### src/rtl/tdm_mux4_pkg.sv
// Shared constants and types for the 4-to-1 TDM multiplexer.
package tdm_mux4_pkg;

  localparam int unsigned CH_N  = 4;
  localparam int unsigned SEL_W = 2;

  // Priority pointer after reset: the search starts at ptr+1, so channel 0 goes first.
  localparam logic [SEL_W-1:0] PTR_RST = 2'd3;

  typedef enum logic {
    ST_EMPTY = 1'b0,
    ST_FULL  = 1'b1
  } state_e;

endpackage

### src/rtl/rr_arbiter4.sv
// Combinational 4-way arbiter. Round-robin starting after ptr by default;
// with TDM_MUX4_FIXED_PRIO_EN defined, fixed priority (channel 0 highest) and ptr is ignored.
module rr_arbiter4
  import tdm_mux4_pkg::*;
(
  input  logic [CH_N-1:0]  req,
  input  logic [SEL_W-1:0] ptr,
  input  logic             en,
  output logic [CH_N-1:0]  grant,
  output logic [SEL_W-1:0] grant_idx
);

`ifdef TDM_MUX4_FIXED_PRIO_EN
  logic [SEL_W-1:0] unused_ptr;
  assign unused_ptr = ptr;
`endif

  // Pick the first requester in search order; nothing is granted when disabled.
  always_comb begin
    logic             found;
    logic [SEL_W-1:0] idx;
    grant     = '0;
    grant_idx = '0;
    found     = 1'b0;
    idx       = '0;
    for (int k = 0; k < CH_N; k++) begin
`ifdef TDM_MUX4_FIXED_PRIO_EN
      idx = SEL_W'(k);
`else
      idx = ptr + SEL_W'(k + 1);
`endif
      if (en && !found && req[idx]) begin
        found      = 1'b1;
        grant[idx] = 1'b1;
        grant_idx  = idx;
      end
    end
  end

endmodule

### src/rtl/tdm_mux4.sv
// Sequential 4-to-1 multiplexer: four valid/ready lanes share one registered output
// carrying the word and its channel index. Optional macro TDM_MUX4_FIXED_PRIO_EN selects
// fixed priority instead of round-robin (applied inside rr_arbiter4; ptr then stays at reset).
module tdm_mux4
  import tdm_mux4_pkg::*;
#(
  parameter int unsigned DATA_W = 1
) (
  input  logic                   clk,
  input  logic                   rst,
  input  logic [CH_N*DATA_W-1:0] in_data,
  input  logic [CH_N-1:0]        in_valid,
  output logic [CH_N-1:0]        in_ready,
  output logic [DATA_W-1:0]      out_data,
  output logic [SEL_W-1:0]       out_sel,
  output logic                   out_valid,
  input  logic                   out_ready
);

  state_e             state_q, state_d;
  logic [SEL_W-1:0]   ptr_q, ptr_d;
  logic [DATA_W-1:0]  data_q, data_d;
  logic [SEL_W-1:0]   sel_q, sel_d;
  logic               space;
  logic               grant_any;
  logic [SEL_W-1:0]   grant_idx;

  assign out_valid = (state_q == ST_FULL);
  assign out_data  = data_q;
  assign out_sel   = sel_q;

  // Room for a new word when empty or when the held word leaves this cycle.
  assign space     = (state_q == ST_EMPTY) | (out_ready & out_valid);
  assign grant_any = |in_ready;

  rr_arbiter4 u_arb (
    .req       (in_valid),
    .ptr       (ptr_q),
    .en        (space & ~rst),
    .grant     (in_ready),
    .grant_idx (grant_idx)
  );

  // Next-state for FSM, output register and priority pointer.
  always_comb begin
    state_d = state_q;
    ptr_d   = ptr_q;
    data_d  = data_q;
    sel_d   = sel_q;
    unique case (state_q)
      ST_EMPTY: if (grant_any) state_d = ST_FULL;
      ST_FULL:  if (out_ready) state_d = grant_any ? ST_FULL : ST_EMPTY;
      default:  state_d = ST_EMPTY;
    endcase
    if (grant_any) begin
      data_d = in_data[grant_idx*DATA_W +: DATA_W];
      sel_d  = grant_idx;
`ifndef TDM_MUX4_FIXED_PRIO_EN
      ptr_d  = grant_idx;
`endif
    end
  end

  // State and output registers with synchronous reset.
  always_ff @(posedge clk) begin
    if (rst) begin
      state_q <= ST_EMPTY;
      ptr_q   <= PTR_RST;
      data_q  <= '0;
      sel_q   <= '0;
    end else begin
      state_q <= state_d;
      ptr_q   <= ptr_d;
      data_q  <= data_d;
      sel_q   <= sel_d;
    end
  end

endmodule

### config.mk
export PLATFORM = sky130hd
export DESIGN_NAME = tdm_mux4
export DESIGN_NICKNAME = d
export VERILOG_FILES = /design/src/rtl/tdm_mux4_pkg.sv /design/src/rtl/rr_arbiter4.sv /design/src/rtl/tdm_mux4.sv
export SDC_FILE = /design/constraint.sdc
export NUM_CORES = 1
export LEC_CHECK = 0
export CAP_MARGIN = 0
export CORE_UTILIZATION = 50
export CTS_BUF_LIST = sky130_fd_sc_hd__clkbuf_4
export CTS_CLUSTER_SIZE = 40
export DETAILED_ROUTE_END_ITERATION = 6
export GPL_TIMING_DRIVEN = 0
export PLACE_DENSITY_LB_ADDON = 0.05
export SLEW_MARGIN = 20
export SYNTH_ARGS = -nofsm -noshare
export SYNTH_HDL_FRONTEND = slang
export SYNTH_HIERARCHICAL = 1
export SYNTH_SLANG_ARGS = --single-unit
### constraint.sdc
create_clock -name clk -period 3.67 [get_ports clk]
set_input_delay 0.734 -clock clk [delete_from_list [all_inputs] [get_ports clk]]
set_output_delay 0.734 -clock clk [all_outputs]
set_load 0.02 [all_outputs]
==> key figures <==
Die
  – Die width: around 40 um
  – FP Rows: 13
  – Die H: ~40 um
  – Die area: 1620 sq um
  – Core area: around 1300 sq um
  – Initial core utilization: 54.7%
  – Io pins: 19

Drt
  – DR DRC count: 0
  – Remaining antenna violation count: 0
  – Via Count: 667
  – Routed wire length: roughly 1500 um
  – DRT Pass-1 Iters: 4
  – Post-DR wirelength/cell: about 13 um
  – First DRT Iteration DRCs: 11
  – Via density: about 5.9

Timing
  – Worst-Margin Slew: 0.540 ns
  – Tcrit/Tclk final: 96.3%
  – Final Hold Fails: 0
  – Slew headroom: between 60% and 70%
  – Final setup violating endpoints: 0
  – Max Clk Rate: about 0.28 GHz
  – Final setup margin: around 0.13 ns
  – Max-slew violation count: 0
  – Clk_skew: roughly 0.0021 ns
  – RSZ-0062 raised after global routing: no
  – Minimum clock period: around 3.5 ns
  – Post-Route Setup TNS: 0 ns

Layout
  – Share of layout cells above drive strength 1: approximately a fifth
  – Synth-to-layout area growth: 30.2%
  – Fin cells: 113
  – Antenna diode count: 0
  – Nets@finish: between 100 and 150
  – Area of all placed cells without fillers: approximately 950 sq um

Power
  – Share of total power in the clock network: ~8%
  – Switching pwr: roughly 0.00034 W
  – Logic pwr share: around 76%
  – Max VDD drop: roughly 0.42 mV
  – Reg power frac: 16.1%
  – Internal: ~0.0004 W
  – Leak: about 0.44 nW
  – Pwr per Cell Area: around 790 nW/um^2
  – Switching share of power: a little under half

Clock tree
  – Clk slew on worst S/H paths: ~0.040 ns
  – Clk root buf: clkbuf_4
  – Clock buffer depth: 2
  – CTS Buf Count: 3
  – Cts hold-fix bufs: 0
  – CTS sink cnt: 6
  – # H-tree levels: 1
  – Worst skew pair latency: about 0.24 ns
  – CTS tree: yes

Synth
  – Yosys cell types: 30
  – Net count after synthesis: 96
  – Ys async rst share: 0%
  – Leading area contributor after synthesis: dfxtp_1
  – Warnings, synthesis: 6
  – Synth cell count leaders: 12 x nand2_1, 8 x ha_1, 6 x a21oi_1, 6 x dfxtp_1
  – EDFF count, synth: 0
  – Most frequent cell after synthesis: nand2_1
  – Dominant cells by area after synthesis: dfxtp_1 16%, ha_1 14%, mux4_2 12%
  – Seq/Total Area, Yosys: 16.5%
  – Area share of the largest cell type after synthesis: 16.5%
  – Synthesized instance count: a little under 80
  – Post-Synthesis Mean Instance Area: roughly 9.5 sq um
  – Post-synthesis register bit count: 6
  – Most common flop cell mapped by yosys: dfxtp_1
  – Synthesized area: 729 sq um

Critical path
  – Cells on worst reg2reg path: 11
  – Crit path DAT: between 2 and 3 ns
  – CP endpoint: in_ready[0]
  – R2R Setup Slk: 0.62 ns
  – WP data required: 2.94 ns
  – CP Capture Type: output port
  – Kind of critical path: in -> out
  – RR Startpoint: ptr_q[0]
  – Critical Path Fanout Max: 6
  – Critical path launch point: in_valid[1]
  – Setup crit start kind: input pin
  – RR Endpoint: out_data

GRT
  – Initial antenna violation count: 0
  – First-pass GRT wire length: ~2200 um
  – Largest net degree at the start of global routing: 11
  – Gr usage total: between 10% and 20%
  – Vias in the first global route: approximately 540
  – Gr ovfl total: 0

Place
  – Placed instance area: between 900 and 1000 sq um
  – Port buffer count: 18
  – Pre-CTS setup slack: -0.259 ns
  – Inst Count DP: 110
  – GPL Wtd Cong: slightly below 0.7
  – DP HPWL: 1230 um

Min path
  – Min-Delay Path Class: reg -> reg

Run status
  – Run status: completed

Run
  – Max-Cap Viols: 0
-- stage by stage --
| step | hold WS, ns | total power, W | utilization (%) |
|---|---|---|---|
| after floorplan | 0.528 | 0.000540 | - |
| after global placement | 0.446 | 0.000674 | 69.6 |
| after detailed placement | 0.453 | 0.000684 | 69.6 |
| after CTS | 0.473 | 0.000747 | 71.0 |
| after global routing | 0.496 | 0.000808 | 71.2 |
| final | 0.461 | 0.000748 | 71.2 |
-- layer usage --
| layer | routed length (um) | vias to the layer above | part of all wire, % | GRT usage, % |
|---|---|---|---|---|
| met5 | 0 | - | 0 | 0 |
| met2 | 760 | 15 | 51 | 35.1 |
| met4 | 14 | 0 | 0.93 | 7.50 |
| met3 | 33 | 2 | 2.2 | 0 |
| li1 | - | 334 | - | - |
| met1 | 691 | 316 | 46 | 25.4 |
-- cell families after synthesis --
family                     count (synthesis)  share of synthesized area, %
and+or+nand+nor                           28                          24.0
AOI/OAI and AO/OA                         23                          22.3
adders and majority gates                  8                          13.7
muxes                                      7                          18.9
DFF                                        6                          16.5
buffers and inverters                      5                          4.63
-- critical path, stage by stage --
cell             delay [ns]
clkdlybuf4s50_1        0.48
mux4_2                 0.55
nor2_2                 0.19
and3_2                 0.25
a22oi_1                0.09
nand2_1                0.15
dlygate4sd2_1          0.35
-- final cells by class --
type                            count  area (sq um)
Sequential cell                     6           121
Buffer                              2          22.5
Fill cell                         110           384
Multi-Input combinational cell     66           574
Clock buffer                        3          22.5
Inverter                            2          7.51
Timing Repair Buffer               19           183
Tap cell                           15          18.8
-- layout by cell type, fill, tap and decap left out, types with 2 or more instances in the layout --
cell type,synthesis,routed
dlygate4sd2_1,0,4
inv_1,2,2
mux4_2,4,5
o21ai_0,2,2
nand2_1,12,12
and3_1,2,2
a22o_1,4,4
nand2b_1,3,3
a21o_1,3,3
ha_1,8,7
nor2_1,2,2
a21oi_1,6,6
dfxtp_1,6,5
buf_6,2,2
clkdlybuf4s50_1,0,14
a22oi_1,4,4
clkbuf_4,0,3
nor2b_4,2,2
-- flip-flops by register name, indices dropped and copies added, names as in the netlist --
signal and flops:
out_data 1, out_sel 2, out_valid 1, ptr_q 2
-- how the worst min path moves through the flow --
stage                            end  depth (start not counted)  slack (ns)        from
after global placement    out_sel[1]                          2        0.45  out_sel[1]
after global routing      out_sel[0]                          2        0.50  out_sel[0]
after floorplan           out_sel[0]                          2        0.53  out_sel[0]
final                     out_sel[0]                          2        0.46  out_sel[0]
after CTS                 out_sel[0]                          2        0.47  out_sel[0]
after detailed placement  out_sel[0]                          2        0.45  out_sel[0]
-- power groups by stage --
stage	combinational, W	sequential (W)	clock (W)
floorplan	0.000405	0.000135	0
global placement	0.000556	0.000118	0
detailed placement	0.000563	0.000121	0
CTS	0.000563	0.000121	0.0000620
global route	0.000617	0.000126	0.0000651
finish	0.000568	0.000120	0.0000600
-- repair_timing --
item | 4_1_cts | 5_1_grt
buffers inserted | 1 | 0
resized for setup | 6 | 1
setup endpoints to repair | 4 | 3
Note: power is estimated with default switching activity, not from simulation.
